### config.mk
export PLATFORM = sky130hd
export DESIGN_NAME = exec_sequencer_flat
export DESIGN_NICKNAME = d
export VERILOG_FILES = /design/src/rtl/exec_sequencer_pkg.sv /design/src/rtl/exec_sequencer_if.sv /design/src/rtl/div_iter.sv /design/src/rtl/execute.sv /design/src/rtl/exec_sequencer.sv /design/src/flat_wrapper.sv
export SDC_FILE = /design/constraint.sdc
export NUM_CORES = 2
export LEC_CHECK = 0
export CORE_MARGIN = 2
export CORE_UTILIZATION = 45
export DETAILED_ROUTE_END_ITERATION = 10
export PLACE_DENSITY = 0.73
export SLEW_MARGIN = 20
export SYNTH_ARGS = -nofsm -noshare
export SYNTH_HDL_FRONTEND = slang
export SYNTH_HIERARCHICAL = 1
export SYNTH_SLANG_ARGS = --single-unit
export TNS_END_PERCENT = 50
### constraint.sdc
create_clock -name clk -period 17.6 [get_ports clk]
set_input_delay 1.76 -clock clk [delete_from_list [all_inputs] [get_ports clk]]
set_output_delay 1.76 -clock clk [all_outputs]
set_load 0.02 [all_outputs]
### src/rtl/exec_sequencer_pkg.sv
// Shared types for the instruction step sequencer: state encoding, command indices, flag bits.
// Latency: n/a (declarations only).
// Backpressure: n/a.
package exec_sequencer_pkg;

  // Divider iterations; must equal the operand width.
  localparam int DIV_STEPS_DEF = 32;

  typedef enum logic [2:0] {
    SEQ_IDLE = 3'd0,
    SEQ_EXEC = 3'd1,
    SEQ_DIV  = 3'd2,
    SEQ_FIX  = 3'd3,
    SEQ_HOLD = 3'd4
  } seq_state_t;

  // Command indices understood by the execute datapath.
  localparam logic [6:0] CMD_NOP   = 7'd0;
  localparam logic [6:0] CMD_ADD   = 7'd1;
  localparam logic [6:0] CMD_SUB   = 7'd2;
  localparam logic [6:0] CMD_AND   = 7'd3;
  localparam logic [6:0] CMD_OR    = 7'd4;
  localparam logic [6:0] CMD_XOR   = 7'd5;
  localparam logic [6:0] CMD_MOV   = 7'd6;
  localparam logic [6:0] CMD_JECXZ = 7'd7;
  localparam logic [6:0] CMD_DIV   = 7'd8;
  localparam logic [6:0] CMD_IDIV  = 7'd9;

  // EFLAGS bit positions.
  localparam int EFLAGS_CF = 0;
  localparam int EFLAGS_ZF = 6;
  localparam int EFLAGS_SF = 7;
  localparam int EFLAGS_OF = 11;

  // One committed step result.
  typedef struct packed {
    logic [31:0] eflags;
    logic [31:0] next_eip;
    logic [31:0] opnd0;
    logic [31:0] opnd1;
  } res_t;

  // Unsigned magnitude of a two's complement word (0x80000000 maps to itself).
  function automatic logic [31:0] abs32(input logic [31:0] v);
    return v[31] ? (~v + 32'd1) : v;
  endfunction

endpackage

### src/rtl/exec_sequencer_if.sv
// Decode-to-writeback step channel: valid/ready request side and valid/ready result side.
// Latency: n/a (wiring only).
// Backpressure: in_ready throttles decode, out_ready throttles the sequencer.
interface exec_sequencer_if;
  logic        in_valid;
  logic        in_ready;
  logic [6:0]  opc;
  logic [31:0] eflags;
  logic        ecx_is_zero;
  logic [31:0] eip;
  logic [3:0]  instr_len;
  logic [31:0] opnd0_r;
  logic [31:0] opnd1_r;
  logic [31:0] opnd2_r;
  logic        out_valid;
  logic        out_ready;
  logic [31:0] o_eflags;
  logic [31:0] next_eip;
  logic [31:0] opnd0_w;
  logic [31:0] opnd1_w;
  logic        fault_de;

  // Decode/writeback environment side.
  modport master (
    output in_valid, opc, eflags, ecx_is_zero, eip, instr_len, opnd0_r, opnd1_r, opnd2_r, out_ready,
    input  in_ready, out_valid, o_eflags, next_eip, opnd0_w, opnd1_w, fault_de
  );

  // Sequencer side.
  modport slave (
    input  in_valid, opc, eflags, ecx_is_zero, eip, instr_len, opnd0_r, opnd1_r, opnd2_r, out_ready,
    output in_ready, out_valid, o_eflags, next_eip, opnd0_w, opnd1_w, fault_de
  );
endinterface

### src/rtl/div_iter.sv
// Restoring shift-subtract divider core: one quotient bit per enabled cycle, W steps per divide.
// Latency: W enabled cycles after load; quot/rem are registers.
// Backpressure: none; the caller gates en.
module div_iter #(
  parameter int W = 32
) (
  input  logic         clk,
  input  logic         rst,
  input  logic         load,
  input  logic         en,
  input  logic [W-1:0] dividend,
  input  logic [W-1:0] divisor,
  output logic [W-1:0] quot,
  output logic [W-1:0] rem
);

  logic [W-1:0] dvs;
  logic [W:0]   trial;

  // Partial remainder is always below the divisor, so W+1 bits hold the trial sign exactly.
  assign trial = {rem, quot[W-1]} - {1'b0, dvs};

  // Load operands, then shift the next dividend bit in and keep the subtraction when it fits.
  always_ff @(posedge clk or posedge rst) begin
    if (rst) begin
      quot <= '0;
      rem  <= '0;
      dvs  <= '0;
    end else if (load) begin
      quot <= dividend;
      rem  <= '0;
      dvs  <= divisor;
    end else if (en) begin
      if (!trial[W]) begin
        rem  <= trial[W-1:0];
        quot <= {quot[W-2:0], 1'b1};
      end else begin
        rem  <= {rem[W-2:0], quot[W-1]};
        quot <= {quot[W-2:0], 1'b0};
      end
    end
  end

endmodule

### src/rtl/execute.sv
// Combinational single-cycle execute datapath: ALU ops, flag update and next-EIP.
// Latency: 0 (pure combinational).
// Backpressure: none.
module execute
  import exec_sequencer_pkg::*;
(
  input  logic [6:0]  opc,
  input  logic [31:0] eflags,
  input  logic        ecx_is_zero,
  input  logic [31:0] eip,
  input  logic [3:0]  instr_len,
  input  logic [31:0] opnd0,
  input  logic [31:0] opnd1,
  input  logic [31:0] opnd2,
  output res_t        res
);

  logic [32:0] sum;
  logic [32:0] diff;
  logic [31:0] seq_eip;

  assign sum     = {1'b0, opnd0} + {1'b0, opnd1};
  assign diff    = {1'b0, opnd0} - {1'b0, opnd1};
  assign seq_eip = eip + {28'd0, instr_len};

  // Select the result per command; DIV/IDIV just pass operands since the sequencer owns the divide.
  always_comb begin
    logic [31:0] r;
    logic        arith;
    logic        logic_op;
    r            = opnd0;
    arith        = 1'b0;
    logic_op     = 1'b0;
    res.eflags   = eflags;
    res.next_eip = seq_eip;
    res.opnd1    = opnd1;
    case (opc)
      CMD_ADD: begin
        r     = sum[31:0];
        arith = 1'b1;
        res.eflags[EFLAGS_CF] = sum[32];
        res.eflags[EFLAGS_OF] = (opnd0[31] == opnd1[31]) && (sum[31] != opnd0[31]);
      end
      CMD_SUB: begin
        r     = diff[31:0];
        arith = 1'b1;
        res.eflags[EFLAGS_CF] = diff[32];
        res.eflags[EFLAGS_OF] = (opnd0[31] != opnd1[31]) && (diff[31] != opnd0[31]);
      end
      CMD_AND: begin r = opnd0 & opnd1; logic_op = 1'b1; end
      CMD_OR:  begin r = opnd0 | opnd1; logic_op = 1'b1; end
      CMD_XOR: begin r = opnd0 ^ opnd1; logic_op = 1'b1; end
      CMD_MOV: r = opnd1;
      CMD_JECXZ: if (ecx_is_zero) res.next_eip = seq_eip + opnd2;
      default: r = opnd0;
    endcase
    if (logic_op) begin
      res.eflags[EFLAGS_CF] = 1'b0;
      res.eflags[EFLAGS_OF] = 1'b0;
    end
    if (arith || logic_op) begin
      res.eflags[EFLAGS_ZF] = (r == 32'd0);
      res.eflags[EFLAGS_SF] = r[31];
    end
    res.opnd0 = r;
  end

endmodule

### src/rtl/exec_sequencer.sv
// One-at-a-time instruction step sequencer: execute path, iterative DIV/IDIV, #DE faults. Optional EXEC_SEQ_PERF_EN adds perf counters.
// Latency: accept->out_valid 1 cycle (single-cycle ops and divide faults), DIV_STEPS+2 cycles for DIV/IDIV.
// Backpressure: result held in HOLD until out_ready; in_ready only in IDLE or HOLD&out_ready.
module exec_sequencer
  import exec_sequencer_pkg::*;
#(
  parameter int DIV_STEPS = DIV_STEPS_DEF
) (
  input  logic              clk,
  input  logic              rst,
  exec_sequencer_if.slave   bus
`ifdef EXEC_SEQ_PERF_EN
  ,
  output logic [31:0]       perf_retired,
  output logic [31:0]       perf_div_cycles
`endif
);

  localparam int CW = $clog2(DIV_STEPS + 1);

  seq_state_t  state, state_nxt, accept_tgt;
  logic        accept, is_div_in, fault_in, div_load, en_div, load_res;
  logic [6:0]  opc_q;
  logic [31:0] eflags_q, eip_q, op0_q, op1_q, op2_q;
  logic [3:0]  len_q;
  logic        ecxz_q, fault_q, qneg_q, rneg_q, fault_de_q;
  logic [CW-1:0] cnt;
  logic [31:0] dvd_mag, dvs_mag, quot, rem;
  res_t        exe_res, fix_res, flt_res, res_q;

  assign accept    = bus.in_valid & bus.in_ready;
  assign is_div_in = (bus.opc == CMD_DIV) | (bus.opc == CMD_IDIV);
  // #DE is decided from the raw operands so a faulting divide never enters the divider.
  assign fault_in  = is_div_in & ((bus.opnd1_r == 32'd0) |
                     ((bus.opc == CMD_IDIV) & (bus.opnd0_r == 32'h8000_0000) & (bus.opnd1_r == 32'hFFFF_FFFF)));
  assign accept_tgt = (is_div_in & ~fault_in) ? SEQ_DIV : SEQ_EXEC;
  assign div_load   = accept & is_div_in & ~fault_in;
  assign dvd_mag    = (bus.opc == CMD_IDIV) ? abs32(bus.opnd0_r) : bus.opnd0_r;
  assign dvs_mag    = (bus.opc == CMD_IDIV) ? abs32(bus.opnd1_r) : bus.opnd1_r;

  // State register.
  always_ff @(posedge clk or posedge rst) begin
    if (rst) state <= SEQ_IDLE;
    else     state <= state_nxt;
  end

  // Next-state logic; DIV waits until the step counter reaches DIV_STEPS.
  always_comb begin
    state_nxt = state;
    case (state)
      SEQ_IDLE: if (bus.in_valid) state_nxt = accept_tgt;
      SEQ_EXEC: state_nxt = SEQ_HOLD;
      SEQ_DIV:  if (cnt == CW'(DIV_STEPS)) state_nxt = SEQ_FIX;
      SEQ_FIX:  state_nxt = SEQ_HOLD;
      SEQ_HOLD: if (bus.out_ready) state_nxt = bus.in_valid ? accept_tgt : SEQ_IDLE;
      default:  state_nxt = SEQ_IDLE;
    endcase
  end

  // State-decoded handshakes and datapath strobes.
  always_comb begin
    bus.in_ready  = (state == SEQ_IDLE) | ((state == SEQ_HOLD) & bus.out_ready);
    bus.out_valid = (state == SEQ_HOLD);
    en_div        = (state == SEQ_DIV) & (cnt != CW'(DIV_STEPS));
    load_res      = (state == SEQ_EXEC) | (state == SEQ_FIX);
  end

  // Capture every input on accept only; decode may change them freely afterwards.
  always_ff @(posedge clk or posedge rst) begin
    if (rst) begin
      opc_q <= '0; eflags_q <= '0; eip_q <= '0; len_q <= '0; ecxz_q <= 1'b0;
      op0_q <= '0; op1_q <= '0; op2_q <= '0;
      fault_q <= 1'b0; qneg_q <= 1'b0; rneg_q <= 1'b0;
    end else if (accept) begin
      opc_q    <= bus.opc;
      eflags_q <= bus.eflags;
      eip_q    <= bus.eip;
      len_q    <= bus.instr_len;
      ecxz_q   <= bus.ecx_is_zero;
      op0_q    <= bus.opnd0_r;
      op1_q    <= bus.opnd1_r;
      op2_q    <= bus.opnd2_r;
      fault_q  <= fault_in;
      qneg_q   <= (bus.opc == CMD_IDIV) & (bus.opnd0_r[31] ^ bus.opnd1_r[31]);
      rneg_q   <= (bus.opc == CMD_IDIV) & bus.opnd0_r[31];
    end
  end

  // Divider step counter, restarted on every accept.
  always_ff @(posedge clk or posedge rst) begin
    if (rst)         cnt <= '0;
    else if (accept) cnt <= '0;
    else if (en_div) cnt <= cnt + 1'b1;
  end

  div_iter #(.W(32)) u_div (
    .clk      (clk),
    .rst      (rst),
    .load     (div_load),
    .en       (en_div),
    .dividend (dvd_mag),
    .divisor  (dvs_mag),
    .quot     (quot),
    .rem      (rem)
  );

  execute u_exe (
    .opc         (opc_q),
    .eflags      (eflags_q),
    .ecx_is_zero (ecxz_q),
    .eip         (eip_q),
    .instr_len   (len_q),
    .opnd0       (op0_q),
    .opnd1       (op1_q),
    .opnd2       (op2_q),
    .res         (exe_res)
  );

  // Signed fix-up of the unsigned divider result; flags untouched.
  assign fix_res.eflags   = eflags_q;
  assign fix_res.next_eip = eip_q + {28'd0, len_q};
  assign fix_res.opnd0    = qneg_q ? (~quot + 32'd1) : quot;
  assign fix_res.opnd1    = rneg_q ? (~rem + 32'd1) : rem;

  // Faulting divide echoes operands and does not advance EIP.
  assign flt_res.eflags   = eflags_q;
  assign flt_res.next_eip = eip_q;
  assign flt_res.opnd0    = op0_q;
  assign flt_res.opnd1    = op1_q;

  // Result register, loaded on the way into HOLD and held there until consumed.
  always_ff @(posedge clk or posedge rst) begin
    if (rst) begin
      res_q      <= '0;
      fault_de_q <= 1'b0;
    end else if (load_res) begin
      res_q      <= (state == SEQ_FIX) ? fix_res : (fault_q ? flt_res : exe_res);
      fault_de_q <= (state == SEQ_EXEC) & fault_q;
    end
  end

  assign bus.o_eflags = res_q.eflags;
  assign bus.next_eip = res_q.next_eip;
  assign bus.opnd0_w  = res_q.opnd0;
  assign bus.opnd1_w  = res_q.opnd1;
  assign bus.fault_de = fault_de_q;

`ifdef EXEC_SEQ_PERF_EN
  // Retired-step and divider-occupancy counters, free-running and wrapping.
  always_ff @(posedge clk or posedge rst) begin
    if (rst) begin
      perf_retired    <= '0;
      perf_div_cycles <= '0;
    end else begin
      if (bus.out_valid & bus.out_ready) perf_retired <= perf_retired + 32'd1;
      if ((state == SEQ_DIV) | (state == SEQ_FIX)) perf_div_cycles <= perf_div_cycles + 32'd1;
    end
  end
`endif

endmodule
### src/flat_wrapper.sv
// flat-port wrapper written by rule: the top's interface ports become plain ports
module exec_sequencer_flat import exec_sequencer_pkg::*;
#(
  parameter int DIV_STEPS = DIV_STEPS_DEF
)
  (clk, rst, bus_in_valid, bus_opc, bus_eflags, bus_ecx_is_zero, bus_eip, bus_instr_len, bus_opnd0_r, bus_opnd1_r, bus_opnd2_r, bus_out_ready, bus_in_ready, bus_out_valid, bus_o_eflags, bus_next_eip, bus_opnd0_w, bus_opnd1_w, bus_fault_de);
  exec_sequencer_if bus_i ();
  input  logic clk;
  input  logic rst;
  input wire logic [$bits(bus_i.in_valid)-1:0] bus_in_valid;
  input wire logic [$bits(bus_i.opc)-1:0] bus_opc;
  input wire logic [$bits(bus_i.eflags)-1:0] bus_eflags;
  input wire logic [$bits(bus_i.ecx_is_zero)-1:0] bus_ecx_is_zero;
  input wire logic [$bits(bus_i.eip)-1:0] bus_eip;
  input wire logic [$bits(bus_i.instr_len)-1:0] bus_instr_len;
  input wire logic [$bits(bus_i.opnd0_r)-1:0] bus_opnd0_r;
  input wire logic [$bits(bus_i.opnd1_r)-1:0] bus_opnd1_r;
  input wire logic [$bits(bus_i.opnd2_r)-1:0] bus_opnd2_r;
  input wire logic [$bits(bus_i.out_ready)-1:0] bus_out_ready;
  output wire logic [$bits(bus_i.in_ready)-1:0] bus_in_ready;
  output wire logic [$bits(bus_i.out_valid)-1:0] bus_out_valid;
  output wire logic [$bits(bus_i.o_eflags)-1:0] bus_o_eflags;
  output wire logic [$bits(bus_i.next_eip)-1:0] bus_next_eip;
  output wire logic [$bits(bus_i.opnd0_w)-1:0] bus_opnd0_w;
  output wire logic [$bits(bus_i.opnd1_w)-1:0] bus_opnd1_w;
  output wire logic [$bits(bus_i.fault_de)-1:0] bus_fault_de;
  assign bus_i.in_valid = bus_in_valid;
  assign bus_i.opc = bus_opc;
  assign bus_i.eflags = bus_eflags;
  assign bus_i.ecx_is_zero = bus_ecx_is_zero;
  assign bus_i.eip = bus_eip;
  assign bus_i.instr_len = bus_instr_len;
  assign bus_i.opnd0_r = bus_opnd0_r;
  assign bus_i.opnd1_r = bus_opnd1_r;
  assign bus_i.opnd2_r = bus_opnd2_r;
  assign bus_i.out_ready = bus_out_ready;
  assign bus_in_ready = bus_i.in_ready;
  assign bus_out_valid = bus_i.out_valid;
  assign bus_o_eflags = bus_i.o_eflags;
  assign bus_next_eip = bus_i.next_eip;
  assign bus_opnd0_w = bus_i.opnd0_w;
  assign bus_opnd1_w = bus_i.opnd1_w;
  assign bus_fault_de = bus_i.fault_de;
  exec_sequencer #(.DIV_STEPS(DIV_STEPS)) u_core (.clk(clk), .rst(rst), .bus(bus_i));
endmodule
==> flow_summary.toml <==
[job]
cap_violations = 0

[worst_setup_path]
crit_path_cell_trace = "ha_1, fa_1, a21oi_1, nor2_1, nor2_1, or2_2, nor2_1, xor2_1, ha_1, a21o_1, a21oi_1, nand3b_1, o221ai_1, a41oi_1, a211oi_1, o21ai_1, a31oi_2, mux2_2, and3_1, mux2i_1, o221ai_1"
cp_common_cell = "nor2_1"
crit_slowest_cell = "fa_1"
crit_path_end_kind = "register"
path_class = "reg2reg"
crit_path_start_kind = "register"
cp_max_fo = 7
cp.required_ns = 18.04
r2r-start = "u_core/eip_q[0]"
max_stage_delay_ns = 0.42
crit_start = "u_core/eip_q[0]"
cp.arrival_ns = 5.84

[global_route]
grt_pass1_wl_um = 175000
gr-usage-met3_pct = 6.39
grt.total_usage_pct = 29.7
grt_pass1_vias = 29898
antenna_found_initial = 15
grt_max_degree = 115
met2_usage_pct = 46.1
overflow = 0
met1_usage_pct = 39.9
grt-busiest-layer = "met2"

[clock_tree]
worstSkewPairLatency_ns = 0.61
numCtsBuffers = 48
hold_buffers = 0
clk_pin_slew_ns = 0.06
ctsHtreeMaxLevel = 2
cts-root-buf = "clkbuf_16"
clockBufferDepth = 3
cts_tree = "done"
postCtsSetupBuffers = 0
cts.sinks = 409
cts_resized = 0

[placement]
portBuffers = 306
gp_congestion = 1.01
dp_cells = 5093
dpl.hpwl_um = 83300

[yosys]
synth_nets = 4463
netlist_area_um2 = 32800
yosysWarnings = 6
synth-edff-count = 0
synth-seq-cells = 409
ys.flop_type = "dfrtp_1"
syn_inst = 4097
syn_area_per_cell_um2 = 8.00
yosysSeqAreaShare_pct = 31.2
ys_types = 112
async_flop_share_pct = 100

[sta]
setup_violations = 0
final.period_utilization_pct = 30.7
worst_slew_pin_slew_ns = 1.06
clock.fmax_mhz = 185
slew_violations = 0
fin_tns_setup_ns = 0
rsz0062_at_grt = "false"
clock_skew_ns = 0.0269
hold_violations = 0
max-slew-margin-rel_pct = 29.6
timing.final.crit_period_ns = 5.40

[power]
p_leak_nw = 16.4
ir_drop_mv = 0.0866
power_density_nw_per_um2 = 154

[floorplan]
design.core.area_um2 = 71900
die_area_um2 = 75000
dieWidth_um = 274
pin_count = 307
fp.dieH_um = 274
initial_core_util_pct = 45.6
fp-row-count = 98

[min_path]
hp-start = "u_core/bus.opnd0_w[6]"
hp-class = "reg2reg"

[layout]
drive_above_1_share_pct = 5.51
final_cells = 5188
nets = 4560
nFillCells = 6831
area_growth_pct = 14.6

[route]
initialDrtViolationCount = 3349
vias = 31065
first_pass_iters = 9
wl_per_cell_um = 21.9
wirelength_um = 114000
ant_nets = 0
drcViolationCount = 0
via_per_inst = 5.99

[status]
outcome = "completed"
## cells in the final DEF, fill, tap and decap left out, drive strengths merged, types with 113 or more instances in the layout
cell type | Yosys | routed
o21ai | 288 | 288
clkdlybuf4s50 | 0 | 306
nand2 | 838 | 838
inv | 177 | 179
xnor2 | 113 | 113
xor2 | 131 | 131
ha | 184 | 184
nor2 | 266 | 266
mux2i | 166 | 166
dfrtp | 409 | 409
a21oi | 238 | 238
## worst paths after layout
path                       slack, ns                 endpoint  cells after the start
max                            12.20  u_core/bus.next_eip[31]                     21
min                             0.47    u_core/bus.opnd0_w[6]                      1
max reg2reg                    12.20  u_core/bus.next_eip[31]                     21
min reg2reg                     0.47    u_core/bus.opnd0_w[6]                      1
max in group asynchronous      14.24   u_core/bus.opnd0_w[11]                      3
min in group asynchronous       1.75     u_core/u_div/dvs[28]                      2
## report_power, final
group / internal (mW) / leakage, nW / switching [mW] / total, mW
Clock: 0.584 / 0.775 / 0.430 / 1.01
Sequential: 1.24 / 4.89 / 0.410 / 1.65
Combinational: 1.27 / 10.8 / 1.86 / 3.13
## area by class of cell
| cell class | count | area [um^2] | share of cell area, % |
|---|---|---|---|
| diodes | 9 | 22.5 | 0.0600 |
| clock inverters | 17 | 176 | 0.470 |
| clock buffers | 68 | 1400 | 3.72 |
| repair buffers | 344 | 3370 | 8.97 |
| inverters | 178 | 678 | 1.81 |
| well taps | 950 | 1190 | 3.16 |
| flip-flops and latches | 409 | 10200 | 27.3 |
| multi-input cells | 3213 | 20500 | 54.5 |
## stage by stage
stage | hold WS [ns] | instance area (um^2) | utilization (%) | total power [mW] | worst slack [ns]
final | 0.475 | 37600 | 52.3 | 5.80 | 12.20
after global routing | 0.494 | 37500 | 52.3 | 6.18 | 11.80
after CTS | 0.478 | 37500 | 52.2 | 5.75 | 12.28
after detailed placement | 0.465 | 35900 | 50.0 | 4.72 | 11.91
after global placement | 0.452 | 35900 | 50.0 | 4.67 | 11.98
after floorplan | 0.440 | 32800 | - | 3.74 | 7.18
## worst max-delay path: cells and delay by family (launching register included)
kind / cells / cell delay (ns)
AO/OA/AOI/OAI: 9 / 2.24
XOR/XNOR: 1 / 0.15
adder cells (fa/ha/maj): 3 / 1.04
flip-flops: 1 / 0.41
multiplexers: 2 / 0.50
AND/OR/NAND/NOR: 6 / 0.89
## cells in the mapped netlist (all sizes together) (43+ instances only)
master  count  area share (%)
nand3      80             1.2
nor3       74             1.3
nand4      43            0.82
a21o       68             1.6
o221ai     59             1.6
o21ai     288             4.4
clkbuf    175             2.0
a211oi     47             1.1
ha        184             7.0
xor2      131             3.5
xnor2     113             3.0
dfrtp     409              31
mux2i     166             5.1
o31ai      52             1.3
inv       177             2.0
a21oi     238             3.7
nor2      266             3.1
nand2     838             9.6
buf       122             2.5
## routing by layer
layer	vias up	share of wire, %
met3	300	9.0
met5	-	0.097
li1	14548	-
met4	18	4.7
met1	14791	42
met2	1408	44
## state kept, by name (all words and copies together), names as in the netlist, 7 cells and up
register             cells
u_core/op0_q            32
u_core/bus.o_eflags     32
u_core/bus.opnd0_w      32
u_core/op2_q            32
u_core/u_div/quot       32
u_core/bus.next_eip     32
u_core/opc_q             7
u_core/eip_q            32
u_core/u_div/rem        32
u_core/u_div/dvs        32
u_core/op1_q            32
u_core/bus.opnd1_w      32
u_core/eflags_q         32
## kinds of logic (layout without fill, tap and decap cells)
family          after synthesis  in the layout  share of synthesized area [%]
mux                         198            198                           6.20
xor+xnor                    244            244                           6.52
fa+ha+maj                   190            190                           7.39
flops                       409            409                           31.2
simple gates               1573           1573                           21.8
buf+inv                     475            607                           6.52
other cells                   0              9                              0
compound gates             1008           1008                           20.3
No activity file was read; power rests on OpenSTA's default activity.
